==> src/rtl/swd_xfer_seq.sv <==
// swd_xfer_seq: DAP transfer sequencer in front of the SWD bit engine.
// Optional value-match reads are built when SWDSEQ_MATCH_EN is defined.
module swd_xfer_seq #(
  parameter int RETRY_W = 16,
  parameter int TO_W    = 20
) (
  input  logic               clk,
  input  logic               rst_n,
  input  logic               cmd_valid,
  output logic               cmd_ready,
  input  logic               cmd_apndp,
  input  logic               cmd_rnw,
  input  logic [1:0]         cmd_addr32,
  input  logic [31:0]        cmd_wdata,
  input  logic               cmd_match,
  input  logic [RETRY_W-1:0] wait_retry,
  input  logic [RETRY_W-1:0] match_retry,
  input  logic [31:0]        match_mask,
  input  logic [31:0]        match_val,
  output logic               rsp_valid,
  input  logic               rsp_ready,
  output logic [2:0]         rsp_ack,
  output logic [31:0]        rsp_rdata,
  output logic               rsp_err,
  output logic               rsp_mismatch,
  output logic               swd_go,
  input  logic               swd_done,
  output logic [1:0]         swd_addr32,
  output logic               swd_rnw,
  output logic               swd_apndp,
  output logic [31:0]        swd_din,
  input  logic [2:0]         swd_ack,
  input  logic [31:0]        swd_dout,
  input  logic               swd_err
);

  typedef enum logic [2:0] {
    S_IDLE,
    S_ISSUE,
    S_RUN,
    S_EVAL,
    S_RESP
  } state_t;

  localparam logic [2:0] ACK_OK   = 3'b100;
  localparam logic [2:0] ACK_WAIT = 3'b010;

  localparam logic [TO_W-1:0] TO_LAST =
    {{(TO_W-1){1'b1}}, 1'b0};
  localparam logic [TO_W-1:0] TO_ONE = TO_W'(1);
  localparam logic [RETRY_W-1:0] RT_ONE = RETRY_W'(1);

  state_t state, state_n;

  logic               c_apndp;
  logic               c_rnw;
  logic [1:0]         c_addr;
  logic [31:0]        c_wdata;
  logic [RETRY_W-1:0] wait_cnt;
  logic [TO_W-1:0]    to_cnt;
  logic [2:0]         x_ack;
  logic [31:0]        x_dout;
  logic               x_err;

  logic accept;
  logic to_hit;
  logic tmo;
  logic is_ok;
  logic retry_wait;
  logic retry_match;
  logic m_fail;
  logic rsp_load;

  // Engine request fields only move when a new command is accepted.
  assign swd_addr32 = c_addr;
  assign swd_rnw    = c_rnw;
  assign swd_apndp  = c_apndp;
  assign swd_din    = c_wdata;

  assign cmd_ready  = rst_n & (state == S_IDLE) & swd_done;
  assign swd_go     = (state == S_ISSUE);
  assign rsp_valid  = (state == S_RESP);
  assign accept     = cmd_valid & cmd_ready;
  assign to_hit     = (to_cnt == TO_LAST);
  assign is_ok      = (x_ack == ACK_OK);
  assign retry_wait = (x_ack == ACK_WAIT) &&
                      (wait_cnt < wait_retry);
  assign rsp_load   = (state != S_RESP) &&
                      (state_n == S_RESP);

`ifdef SWDSEQ_MATCH_EN
  logic               c_match;
  logic [RETRY_W-1:0] match_cnt;
  logic               m_active;
  logic               m_miss;

  assign m_active = c_match & c_rnw & is_ok & ~x_err;
  assign m_miss   = ((x_dout ^ match_val) & match_mask) != 32'd0;
  assign retry_match = m_active & m_miss &
                       (match_cnt < match_retry);
  assign m_fail   = m_active & m_miss;

  // Match command flag and re-read counter.
  always_ff @(posedge clk or negedge rst_n) begin
    if (!rst_n) begin
      c_match   <= 1'b0;
      match_cnt <= '0;
    end else if (accept) begin
      c_match   <= cmd_match;
      match_cnt <= '0;
    end else if (state == S_EVAL && !retry_wait &&
                 retry_match) begin
      match_cnt <= match_cnt + RT_ONE;
    end
  end
`else
  logic unused_match;
  assign unused_match = ^{cmd_match, match_retry,
                          match_mask, match_val};
  assign retry_match  = 1'b0;
  assign m_fail       = 1'b0;
`endif

  // State register.
  always_ff @(posedge clk or negedge rst_n) begin
    if (!rst_n) state <= S_IDLE;
    else        state <= state_n;
  end

  // Next state; timeouts bail straight to a response.
  always_comb begin
    state_n = state;
    tmo     = 1'b0;
    unique case (state)
      S_IDLE: begin
        if (accept) state_n = S_ISSUE;
      end
      S_ISSUE: begin
        if (!swd_done) begin
          state_n = S_RUN;
        end else if (to_hit) begin
          state_n = S_RESP;
          tmo     = 1'b1;
        end
      end
      S_RUN: begin
        if (swd_done) begin
          state_n = S_EVAL;
        end else if (to_hit) begin
          state_n = S_RESP;
          tmo     = 1'b1;
        end
      end
      S_EVAL: begin
        if (retry_wait || retry_match) state_n = S_ISSUE;
        else                           state_n = S_RESP;
      end
      S_RESP: begin
        if (rsp_ready) state_n = S_IDLE;
      end
      default: state_n = S_IDLE;
    endcase
  end

  // Timeout counter restarts on every state change.
  always_ff @(posedge clk or negedge rst_n) begin
    if (!rst_n) begin
      to_cnt <= '0;
    end else if (state_n != state) begin
      to_cnt <= '0;
    end else if (state == S_ISSUE || state == S_RUN) begin
      to_cnt <= to_cnt + TO_ONE;
    end
  end

  // Command latch, WAIT retry count and engine result capture.
  always_ff @(posedge clk or negedge rst_n) begin
    if (!rst_n) begin
      c_apndp  <= 1'b0;
      c_rnw    <= 1'b0;
      c_addr   <= 2'd0;
      c_wdata  <= 32'd0;
      wait_cnt <= '0;
      x_ack    <= 3'd0;
      x_dout   <= 32'd0;
      x_err    <= 1'b0;
    end else begin
      if (accept) begin
        c_apndp  <= cmd_apndp;
        c_rnw    <= cmd_rnw;
        c_addr   <= cmd_addr32;
        c_wdata  <= cmd_wdata;
        wait_cnt <= '0;
      end
      if (state == S_RUN && swd_done) begin
        x_ack  <= swd_ack;
        x_dout <= swd_dout;
        x_err  <= swd_err;
      end
      if (state == S_EVAL) begin
        if (retry_wait)       wait_cnt <= wait_cnt + RT_ONE;
        else if (retry_match) wait_cnt <= '0;
      end
    end
  end

  // Response registers, loaded once on entry to RESP.
  always_ff @(posedge clk or negedge rst_n) begin
    if (!rst_n) begin
      rsp_ack      <= 3'd0;
      rsp_rdata    <= 32'd0;
      rsp_err      <= 1'b0;
      rsp_mismatch <= 1'b0;
    end else if (rsp_load) begin
      if (tmo) begin
        rsp_ack      <= 3'd0;
        rsp_rdata    <= 32'd0;
        rsp_err      <= 1'b1;
        rsp_mismatch <= 1'b0;
      end else begin
        rsp_ack      <= x_ack;
        rsp_rdata    <= (c_rnw && is_ok) ? x_dout : 32'd0;
        rsp_err      <= c_rnw & is_ok & x_err;
        rsp_mismatch <= m_fail;
      end
    end
  end

endmodule
==> config.mk <==
export PLATFORM = sky130hd
export DESIGN_NAME = swd_xfer_seq
export DESIGN_NICKNAME = d
export VERILOG_FILES = /design/src/rtl/swd_xfer_seq.sv
export SDC_FILE = /design/constraint.sdc
export NUM_CORES = 1
export LEC_CHECK = 0
export ABC_AREA = 1
export CAP_MARGIN = 25
export CORE_MARGIN = 3
export CORE_UTILIZATION = 41
export CTS_CLUSTER_SIZE = 14
export DETAILED_ROUTE_END_ITERATION = 10
export GPL_TIMING_DRIVEN = 0
export PLACE_DENSITY = 0.77
export RECOVER_POWER = 25
export SKIP_CTS_REPAIR_TIMING = 1
export SLEW_MARGIN = 20
export SYNTH_ARGS = -nofsm -noshare
export SYNTH_HDL_FRONTEND = slang
export SYNTH_SLANG_ARGS = --single-unit
==> constraint.sdc <==
create_clock -name clk -period 2 [get_ports clk]
set_input_delay 0.2 -clock clk [delete_from_list [all_inputs] [get_ports clk]]
set_output_delay 0.2 -clock clk [all_outputs]
set_load 0.02 [all_outputs]
==> results of run 1 <==
==> sequential cells by signal (all words and copies together), names as in the netlist <==
register    cells
swd_apndp       1
rsp_err         1
rsp_rdata      32
x_ack           3
to_cnt         20
swd_rnw         1
rsp_ack         3
x_dout         32
swd_din        32
state           3
x_err           1
wait_cnt       16
swd_addr32      2
==> per-layer routing <==
| metal | part of all wire [%] | global-route usage (%) |
|---|---|---|
| met1 | 41 | 23.5 |
| met2 | 51 | 30.6 |
| met3 | 6.8 | 6.07 |
| met4 | 1.5 | 4.31 |
| met5 | 0 | 0 |
==> final timing paths <==
kind,from,endpoint,slack [ns],cells after the start
min in group asynchronous,rst_n,to_cnt[12],0.59,4
worst min register to register,swd_din[7],swd_din[7],0.48,2
worst max-delay path,wait_cnt[11],rsp_rdata[7],-0.21,12
worst max register to register,wait_cnt[11],rsp_rdata[7],-0.21,12
worst min-delay path,cmd_wdata[24],swd_din[24],0.30,3
max in group asynchronous,rst_n,wait_cnt[3],0.27,4
==> area by class of cell <==
cell class | instances | area share [%]
multi-input cells | 509 | 30.9
clock buffers | 17 | 4.17
plain buffers | 26 | 2.04
clock inverters | 15 | 1.89
well taps | 216 | 2.65
repair buffers | 201 | 20.1
flip-flops and latches | 147 | 36.1
inverters | 57 | 2.14
==> synth_stat cells, types with 2 or more instances <==
cell type  count
nand2_1      263
dfrtp_1      147
inv_1         49
o21ai_1       37
mux2_2        35
nor2_1        26
nor3_2        23
ha_1          18
nand3_1       16
xor2_1        15
a21oi_1       13
buf_2         11
nor3_1        10
o21ai_0        9
inv_2          7
nand4_1        7
buf_6          6
clkbuf_1       6
nand3_2        5
mux2i_1        4
nand2_2        4
nand2_4        4
nor2_2         4
buf_4          3
xnor2_1        3
buf_1          2
o21ai_2        2
==> per-stage QoR <==
stage | total power [mW] | setup WS, ns
after floorplan | 7.10 | 0.130
after global placement | 8.90 | -5.65
after detailed placement | 9.00 | -0.532
after CTS | 12.4 | -0.295
after global routing | 13.5 | -0.298
final | 12.8 | -0.206
==> logic make-up (layout without fill, tap and decap cells) <==
logic type | count (synthesis) | after routing | share of synthesized area [%]
AOI/OAI and AO/OA | 64 | 64 | 4.84
xor gates and xnor gates | 18 | 18 | 2.28
adders and majority gates | 18 | 18 | 3.25
buffers and inverters | 85 | 316 | 5.62
DFF | 147 | 147 | 53.1
muxes | 39 | 39 | 6.27
other | 1 | 1 | 0.0541
and+or+nand+nor | 368 | 369 | 24.6
==> where the power goes <==
| group | switching, mW | internal [mW] |
|---|---|---|
| logic | 2.76 | 2.34 |
| clock network | 1.42 | 1.90 |
| registers | 0.530 | 3.89 |
==> critical path, delay by kind of cell, from the launching register on <==
kind / cells / cell delay [ns]
and+or+nand+nor: 8 / 1.01
AOI/OAI and AO/OA: 1 / 0.06
buffers and inverters: 2 / 0.30
DFF: 1 / 0.45
adders and majority gates: 1 / 0.29
==> results_dict.tcl, run 1 <==
set metrics [dict create \
    status "finished with violations" \
    violations "setup timing" \
    avgSynthCellArea_um2 9.36 \
    powerDensity_nw_per_um2 1260 \
    insertion_delay_ns 0.42 \
    dr.pass1.iters 5 \
    routabilityCongestion 0.780 \
    drive_gt1_share_pct 22.7 \
    die_y_um 136 \
    cts-buffers-inserted 17 \
    postSynthCellCount 740 \
    critPathArrivalTime_ns 2.52 \
    max_cap_viol_count 0 \
    vias 5708 \
    num_antenna_cells 0 \
    antenna_found_initial 0 \
    finalHoldViolations 0 \
    overflow 0 \
    regArea_um2 3680 \
    finalCritPeriodShare_pct 110 \
    grt_pass1_wl_um 27100 \
    worst_hold_path_type "in -> reg" \
    synth-async-reset-ratio_pct 100 \
    cts_tree "built" \
    hpwlAfterDp_um 12000 \
    grt_pass1_vias 5494 \
    peakVddDrop_uv 908 \
    area_delta_synth_final_pct 47.2 \
    criticalPathCategory "reg -> reg" \
    instances_no_fill 1188 \
    ys_types 38 \
    drc 0 \
    synth_top_flop_cell "dfrtp_1" \
    row_count 46 \
    startpoint_type "flop" \
    final_util_pct 62.8 \
    period_needed_ns 2.21 \
    ys_seq_elements 147 \
    grt_max_degree 95 \
    cp-end-kind "flop" \
    cp_slowest_cell "dfrtp_2" \
    final_nets 1151 \
    cts_max_path_buffers 2 \
    yosys_warnings 0 \
    placed_area_um2 8900 \
    synthTopCellsByArea "dfrtp_1 53%, nand2_1 14%, mux2_2 5.7%" \
    yosys.area.top_type "dfrtp_1" \
    fin_skew_ns 0.0132 \
    synth_enable_flop_cells 0 \
    hold_slack_ns 0.303 \
    slew_violations 0 \
    wirelength_um 18400 \
    syn_nets 932 \
    synth-seq-area-share_pct 53.1 \
    setup_ws_ns -0.206 \
    port_buffers 167 \
    fin_tns_setup_ns -7.23 \
    start_util_pct 42.7 \
    wl_per_cell_um 15.5 \
    cts.sinks 147 \
    path_common_cell "nand2_2" \
    htreeDepth 4 \
    route.antenna.remaining_nets 0 \
    netlist_area_um2 6930 \
    final_common_cell "nand2_1" \
    io-pin-count 250 \
    timing.slew.headroom_pct 10.6 \
    cpPeakStageDelay_ns 0.45 \
    cp_cell_sequence "ha_4 -> nand2_2 -> nor4_4 -> nand2_4 -> nand2_2 -> nand2_2 -> nand2_4 -> nand2_8 -> buf_4 -> clkbuf_16 -> nand2_1 -> o21ai_1" \
    mostFrequentLayoutCells "248 x nand2_1, 164 x clkdlybuf4s50_1, 142 x dfrtp_1" \
    core_um2 16200 \
    cts-root-buf "clkbuf_16" \
    stdcell_area_um2 10200 \
    fmax_mhz 453 \
    multi_input_area_um2 3150 \
    drtIter0Drc 347 \
    clk_pin_slew_ns 0.07 \
    fill_cells 1329 \
    viasPerCell 4.80 \
    fp.dieArea_um2 18500 \
    yosysTopAreaCellShare_pct 53.1 \
    critPathMaxFanout 5 \
    worstPathRequired_ns 2.31 \
    rsz0062_at_grt "true" \
    leakage_nw 4.62 \
    die_x_um 136 \
    setup_viol 60 \
    track_usage_pct 18.4 \
    post-place-cells 1124 \
    worst_pin_slew_ns 1.34 \
]
Note: power is estimated with default switching activity, not from simulation.
==> run 2, diff against run 1 <==
CTS_BUF_LIST = sky130_fd_sc_hd__clkbuf_16   (was default)
==> results of run 2 <==
The final DEF is identical to that of run 1; final timing and power are the same.
